[config.mk]
export PLATFORM = sky130hd
export DESIGN_NAME = bcd_display_driver
export DESIGN_NICKNAME = d
export VERILOG_FILES = /design/src/rtl/display_pkg.sv /design/src/rtl/bcd_to_seg7.sv /design/src/rtl/bcd_display_driver.sv
export SDC_FILE = /design/constraint.sdc
export NUM_CORES = 1
export LEC_CHECK = 0
export BUFFER_PORTS_ARGS = -buffer_cell sky130_fd_sc_hd__buf_2
export CORE_ASPECT_RATIO = 0.8
export CORE_UTILIZATION = 46
export DETAILED_ROUTE_END_ITERATION = 8
export PLACE_DENSITY_LB_ADDON = 0.12
export SETUP_SLACK_MARGIN = 0.5
export SYNTH_ARGS = -nofsm -noshare
export SYNTH_HDL_FRONTEND = slang
export SYNTH_SLANG_ARGS = --single-unit
[constraint.sdc]
create_clock -name clk -period 2.9 [get_ports clk]
set_input_delay 0.58 -clock clk [delete_from_list [all_inputs] [get_ports clk]]
set_output_delay 0.58 -clock clk [all_outputs]
set_load 0.03 [all_outputs]
[src/rtl/display_pkg.sv]
// Shared constants, FSM state type and the leading-zero blank-mask helper
// for the BCD seven-segment display driver.
package display_pkg;

  localparam int NUM_DIGITS = 8;

  localparam logic [31:0] BCD_MAX = 32'd99_999_999;

  // Active-low cathodes, bit order {g,f,e,d,c,b,a}.
  localparam logic [6:0] SEG_0     = 7'b1000000;
  localparam logic [6:0] SEG_1     = 7'b1111001;
  localparam logic [6:0] SEG_2     = 7'b0100100;
  localparam logic [6:0] SEG_3     = 7'b0110000;
  localparam logic [6:0] SEG_4     = 7'b0011001;
  localparam logic [6:0] SEG_5     = 7'b0010010;
  localparam logic [6:0] SEG_6     = 7'b0000010;
  localparam logic [6:0] SEG_7     = 7'b1111000;
  localparam logic [6:0] SEG_8     = 7'b0000000;
  localparam logic [6:0] SEG_9     = 7'b0010000;
  localparam logic [6:0] SEG_BLANK = 7'h7F;

  typedef enum logic [1:0] {
    IDLE    = 2'd0,
    CONVERT = 2'd1,
    COMMIT  = 2'd2
  } state_e;

  // A digit is blanked while everything above it is a leading zero; the
  // decimal-point digit ends the leading run so lower zeros stay visible.
  function automatic logic [NUM_DIGITS-1:0] blank_mask_f(
    input logic [4*NUM_DIGITS-1:0] digits,
    input logic                    blank_lz,
    input logic [3:0]              dp_pos
  );
    logic                  lead;
    logic [NUM_DIGITS-1:0] mask;
    lead = blank_lz;
    mask = '0;
    for (int i = NUM_DIGITS - 1; i >= 1; i--) begin
      lead    = lead && (digits[4*i +: 4] == 4'd0) && (dp_pos != 4'(i));
      mask[i] = lead;
    end
    return mask;
  endfunction

endpackage

[src/rtl/bcd_to_seg7.sv]
// Combinational BCD nibble to active-low seven-segment decoder.
module bcd_to_seg7
  import display_pkg::*;
(
  input  logic [3:0] bcd_i,
  output logic [6:0] seg_o
);

  always_comb begin
    seg_o = SEG_BLANK;
    case (bcd_i)
      4'd0:    seg_o = SEG_0;
      4'd1:    seg_o = SEG_1;
      4'd2:    seg_o = SEG_2;
      4'd3:    seg_o = SEG_3;
      4'd4:    seg_o = SEG_4;
      4'd5:    seg_o = SEG_5;
      4'd6:    seg_o = SEG_6;
      4'd7:    seg_o = SEG_7;
      4'd8:    seg_o = SEG_8;
      4'd9:    seg_o = SEG_9;
      default: seg_o = SEG_BLANK;
    endcase
  end

endmodule

[src/rtl/bcd_display_driver.sv]
// Sequential double-dabble binary-to-BCD converter feeding an eight-digit
// display buffer, with registered cathode drive for the selected digit.
module bcd_display_driver
  import display_pkg::*;
#(
  parameter int BIN_W = 27
) (
  input  logic             clk,
  input  logic             rst_n,
  input  logic [BIN_W-1:0] value,
  input  logic             value_valid,
  input  logic             blank_lz,
  input  logic [3:0]       dp_pos,
  input  logic [2:0]       current_digit,
  output logic             busy,
  output logic             overflow,
  output logic [6:0]       segments,
  output logic             dp,
  output state_e           dbg_state_o
);

  localparam int CNT_W = $clog2(BIN_W + 1);

  // Handshake: value_valid is a single-cycle strobe accepted only while busy
  // is low; a strobe seen while busy is dropped, never queued.
  state_e                  state_q, state_d;
  logic [BIN_W-1:0]        value_q, value_d;
  logic [BIN_W-1:0]        bin_q, bin_d;
  logic [4*NUM_DIGITS-1:0] bcd_q, bcd_d;
  logic [4*NUM_DIGITS-1:0] adj;
  logic [CNT_W-1:0]        cnt_q, cnt_d;
  logic                    blz_q, blz_d;
  logic [3:0]              dpl_q, dpl_d;
  logic [4*NUM_DIGITS-1:0] buf_q, buf_d;
  logic [NUM_DIGITS-1:0]   mask_q, mask_d;
  logic [3:0]              dp_pos_q, dp_pos_d;
  logic                    ovf_q, ovf_d;
  logic [6:0]              seg_q, seg_d;
  logic                    dp_q, dp_d;
  logic [3:0]              sel_nib;
  logic [6:0]              dec_seg;

  always_comb begin
    adj = '0;
    for (int i = 0; i < NUM_DIGITS; i++) begin
      adj[4*i +: 4] = (bcd_q[4*i +: 4] >= 4'd5) ? bcd_q[4*i +: 4] + 4'd3
                                                : bcd_q[4*i +: 4];
    end
  end

  always_comb begin
    state_d  = state_q;
    value_d  = value_q;
    bin_d    = bin_q;
    bcd_d    = bcd_q;
    cnt_d    = cnt_q;
    blz_d    = blz_q;
    dpl_d    = dpl_q;
    buf_d    = buf_q;
    mask_d   = mask_q;
    dp_pos_d = dp_pos_q;
    ovf_d    = ovf_q;
    case (state_q)
      IDLE: begin
        if (value_valid) begin
          value_d = value;
          bin_d   = value;
          bcd_d   = '0;
          cnt_d   = '0;
          blz_d   = blank_lz;
          dpl_d   = dp_pos;
          state_d = CONVERT;
        end
      end
      CONVERT: begin
        bcd_d = {adj[4*NUM_DIGITS-2:0], bin_q[BIN_W-1]};
        bin_d = bin_q << 1;
        cnt_d = cnt_q + 1'b1;
        if (cnt_q == CNT_W'(BIN_W - 1)) state_d = COMMIT;
      end
      COMMIT: begin
        if (32'(value_q) > BCD_MAX) begin
          buf_d = {NUM_DIGITS{4'd9}};
          ovf_d = 1'b1;
        end else begin
          buf_d = bcd_q;
          ovf_d = 1'b0;
        end
        mask_d   = blank_mask_f(buf_d, blz_q, dpl_q);
        dp_pos_d = dpl_q;
        state_d  = IDLE;
      end
      default: state_d = IDLE;
    endcase
  end

  assign sel_nib = buf_q[{current_digit, 2'b00} +: 4];

  bcd_to_seg7 u_dec (
    .bcd_i (sel_nib),
    .seg_o (dec_seg)
  );

  always_comb begin
    seg_d = mask_q[current_digit] ? SEG_BLANK : dec_seg;
    dp_d  = ({1'b0, current_digit} == dp_pos_q) ? 1'b0 : 1'b1;
  end

  always_ff @(posedge clk) begin
    if (!rst_n) begin
      state_q  <= IDLE;
      value_q  <= '0;
      bin_q    <= '0;
      bcd_q    <= '0;
      cnt_q    <= '0;
      blz_q    <= 1'b0;
      dpl_q    <= 4'd8;
      buf_q    <= '0;
      mask_q   <= 8'b1111_1110;
      dp_pos_q <= 4'd8;
      ovf_q    <= 1'b0;
      seg_q    <= SEG_BLANK;
      dp_q     <= 1'b1;
    end else begin
      state_q  <= state_d;
      value_q  <= value_d;
      bin_q    <= bin_d;
      bcd_q    <= bcd_d;
      cnt_q    <= cnt_d;
      blz_q    <= blz_d;
      dpl_q    <= dpl_d;
      buf_q    <= buf_d;
      mask_q   <= mask_d;
      dp_pos_q <= dp_pos_d;
      ovf_q    <= ovf_d;
      seg_q    <= seg_d;
      dp_q     <= dp_d;
    end
  end

  assign busy        = (state_q != IDLE);
  assign overflow    = ovf_q;
  assign segments    = seg_q;
  assign dp          = dp_q;
  assign dbg_state_o = state_q;

endmodule

==> reports/metrics.cfg <==
[detailed_routing]
drcViolationCount = 0
viasPerCell = 5.67
wl_per_cell_um = 16.2
wl_um = 16100
postRouteAntennaNets = 0
dr.pass1.iters = 7
initialDrtViolationCount = 334
vias = 5641

[timing]
rsz0062_at_grt = no
skew_ns = 0.00642
fmax_mhz = 468
max_slew_margin = 0.452
tightest_slew_ns = 0.822
finalSetupTns_ns = 0
fin_crit_ns = 2.14
slew_violations = 0
final.period_utilization = 0.737
hold_violations = 0
setup_viol = 0

[logic_synthesis]
yosys-top-cells-area = dfxtp_1 (44%), nand2_1 (7.9%), a21oi_1 (5.6%)
yosys.area.top_type_share = 0.437
synth.distinct_cells = 56
yosysTopAreaCell = dfxtp_1
synthCells = 779
ys_dominant_reg_cell = dfxtp_1
syn_area_mm2 = 0.00650
ys_seq_elements = 142
synth_edf_count = 0
synth-async-reset-ratio = 0
syn-num-nets = 840
avgSynthCellArea_um2 = 8.34
synth_warnings = 0
yosysSeqAreaShare = 0.437

[finish]
antennaDiodeCount = 0
final_nets = 863
nFillCells = 1277
syn2layout_area_growth_pct = 14.1
drive_above_1_share = 0.152

[global_routing]
first_global_vias = 5274
grt_pass1_wl_um = 26600
grt_max_degree = 52
antenna_found_initial = 0
use_met2 = 0.355
grt_overflow = 0
grt-busiest-layer = met2
grtUsageMet1 = 0.331
grtUsageMet3 = 0.0459
grt_use_total = 0.235

[cts]
ctsResizeCount = 0
cts_tree = built
htree_levels = 4
post_cts_buffers = 0
clockRootBuffer = clkbuf_16
cts_buffers = 17
numClockSinks = 142
clk-insertion-delay-late_ns = 0.42
clk_pin_slew_ns = 0.06
clockBufferDepth = 2
hold_buffers = 0

[worst_setup_path]
critPathArrivalTime_ns = 2.42
worstReg2RegEnd = mask_q[2]$_SDFFE_PN1N_
reg2reg_from = bcd_q[16]$_SDFFE_PN0P_
crit_start = current_digit[1]
crit_required_ns = 3.18
crit_slowest_cell = mux4_1
worst-path-buf-inv = 2
slowest_delay_ns = 0.58
critical_path_class = primary input to flip-flop
crit_path_cell_trace = buf_2 -> mux4_1 -> mux2i_1 -> inv_1 -> ha_1 -> o21ai_1 -> a22oi_1
reg2reg_slack_ns = 0.84
crit_fanout = 12
crit_path_start_kind = primary input
cp-end-kind = flip-flop
ff2ff_path_depth = 5
crit_family = multiplexers

[power_and_ir_drop]
swShare = 0.252
p_clk_frac = 0.464
pwr-share-comb = 0.070
finalPower_uw = 4380
p_leak_uw = 0.00276
power_frac_seq = 0.466
power.density_mw_per_mm2 = 590
vdd_drop_max_v = 0.000442
power.switching_uw = 1100
p_int_uw = 3270

[floorplan]
die_area_mm2 = 0.0146
die_y_um = 108
dieWidth_um = 135
num_rows = 38
core_area_mm2 = 0.0137
start_util = 0.475
ioPinCount = 50

[worst_hold_path]
hp-class = primary input to flip-flop
hp-start = dp_pos[3]
hold-path-endpoint = dpl_q[3]$_SDFFE_PN1P_
hold_path_depth = 3

[placed_design]
gp_congestion = 0.897
dpl.hpwl_um = 10800
io_buffer_count = 49

[job]
maxCapViolCount = 0

[status]
status = complete, no violations

## Yosys cell counts, types with 5 or more instances
master	count
a21oi_1	73
a31oi_1	44
and2_1	8
buf_2	5
clkbuf_1	49
dfxtp_1	142
ha_1	23
inv_1	22
mux2_2	9
mux4_2	5
nand2_1	137
nand2b_1	10
nand3_1	55
nor2_1	32
nor3_1	17
o21ai_0	51
o41ai_1	8
xnor2_1	11
xor2_1	9
## cells in the final DEF, fill, tap and decap left out, types with 8 or more instances in the layout
master	netlist	layout
nor3_1	17	17
nand3_1	55	55
dfxtp_1	142	142
nor2_1	32	32
a21oi_1	73	73
clkbuf_16	0	17
o41ai_1	8	8
a31oi_1	44	44
buf_2	5	49
xor2_1	9	9
o21ai_0	51	51
xnor2_1	11	11
buf_4	1	12
inv_1	22	22
and2_1	8	8
mux2_2	9	9
ha_1	23	23
nand2_1	137	137
nand2b_1	10	10
## metrics by stage
step / cells / utilization / cell area, um2 / hold slack [ns] / worst slack (ns)
final: 995 / 0.542 / 7420 / 0.393 / 0.764
after global routing: 995 / 0.542 / 7420 / 0.403 / 0.554
after CTS: 995 / 0.542 / 7420 / 0.384 / 0.776
after detailed placement: 963 / 0.502 / 6870 / 0.437 / 0.330
after global placement: 963 / 0.502 / 6870 / 0.433 / 0.433
after floorplan: 779 / - / 6500 / 0.416 / 0.712
## routing by layer
layer | vias up | wire (um)
met5 | - | 0
met4 | 0 | 231
met3 | 19 | 848
met2 | 136 | 6990
met1 | 2703 | 8070
li1 | 2783 | -
## worst register-to-register path: stages, from the launching register on
cell	delay (ns)
dfxtp_1	0.37
nor4_1	0.54
o311ai_0	0.32
a311oi_1	0.42
o2111ai_1	0.20
o21ai_1	0.15
## kinds of logic (layout without fill, tap and decap cells)
logic type      Yosys count  count (layout)  synth area share
simple gates            291             291             0.207
buf+inv                  83             119            0.0518
compound gates          197             197             0.173
flops                   142             142             0.437
xor+xnor                 20              20            0.0269
mux                      23              23            0.0595
fa+ha+maj                23              23            0.0443
## how the worst max path moves through the flow
stage	endpoint	slack, ns	cells past startpoint
global placement	segments[3]$_SDFF_PP1_	0.43	7
floorplan	segments[3]$_SDFF_PP1_	0.71	7
global route	segments[3]$_SDFF_PP1_	0.55	7
finish	segments[3]$_SDFF_PP1_	0.76	7
CTS	segments[3]$_SDFF_PP1_	0.78	7
detailed placement	segments[3]$_SDFF_PP1_	0.33	7
## final cells by class
| type | instances | area [um2] | share of cell area |
|---|---|---|---|
| Clock inverter | 15 | 125 | 0.0169 |
| Timing Repair Buffer | 63 | 375 | 0.0506 |
| Sequential cell | 142 | 2840 | 0.383 |
| Multi-Input combinational cell | 554 | 3340 | 0.450 |
| Clock buffer | 17 | 425 | 0.0573 |
| Inverter | 24 | 90.1 | 0.0121 |
| Tap cell | 180 | 225 | 0.0304 |
## flip-flops by register name (all words and copies together), names as in the netlist, 2 cells and up
register     count
dpl_q            4
cnt_q            5
segments         7
mask_q           7
bcd_q           32
dbg_state_o      2
dp_pos_q         4
buf_q           32
value_q         19
bin_q           27
## power groups by stage
stage / sequential, uW / combinational, uW / clock, uW
6_report: 2040 / 305 / 2030
3_3_place_gp: 2080 / 297 / 0
2_1_floorplan: 2080 / 200 / 0
3_5_place_dp: 2080 / 305 / 0
4_1_cts: 2040 / 305 / 2060
5_1_grt: 2050 / 339 / 2150
(Power assumes the default switching activity.)
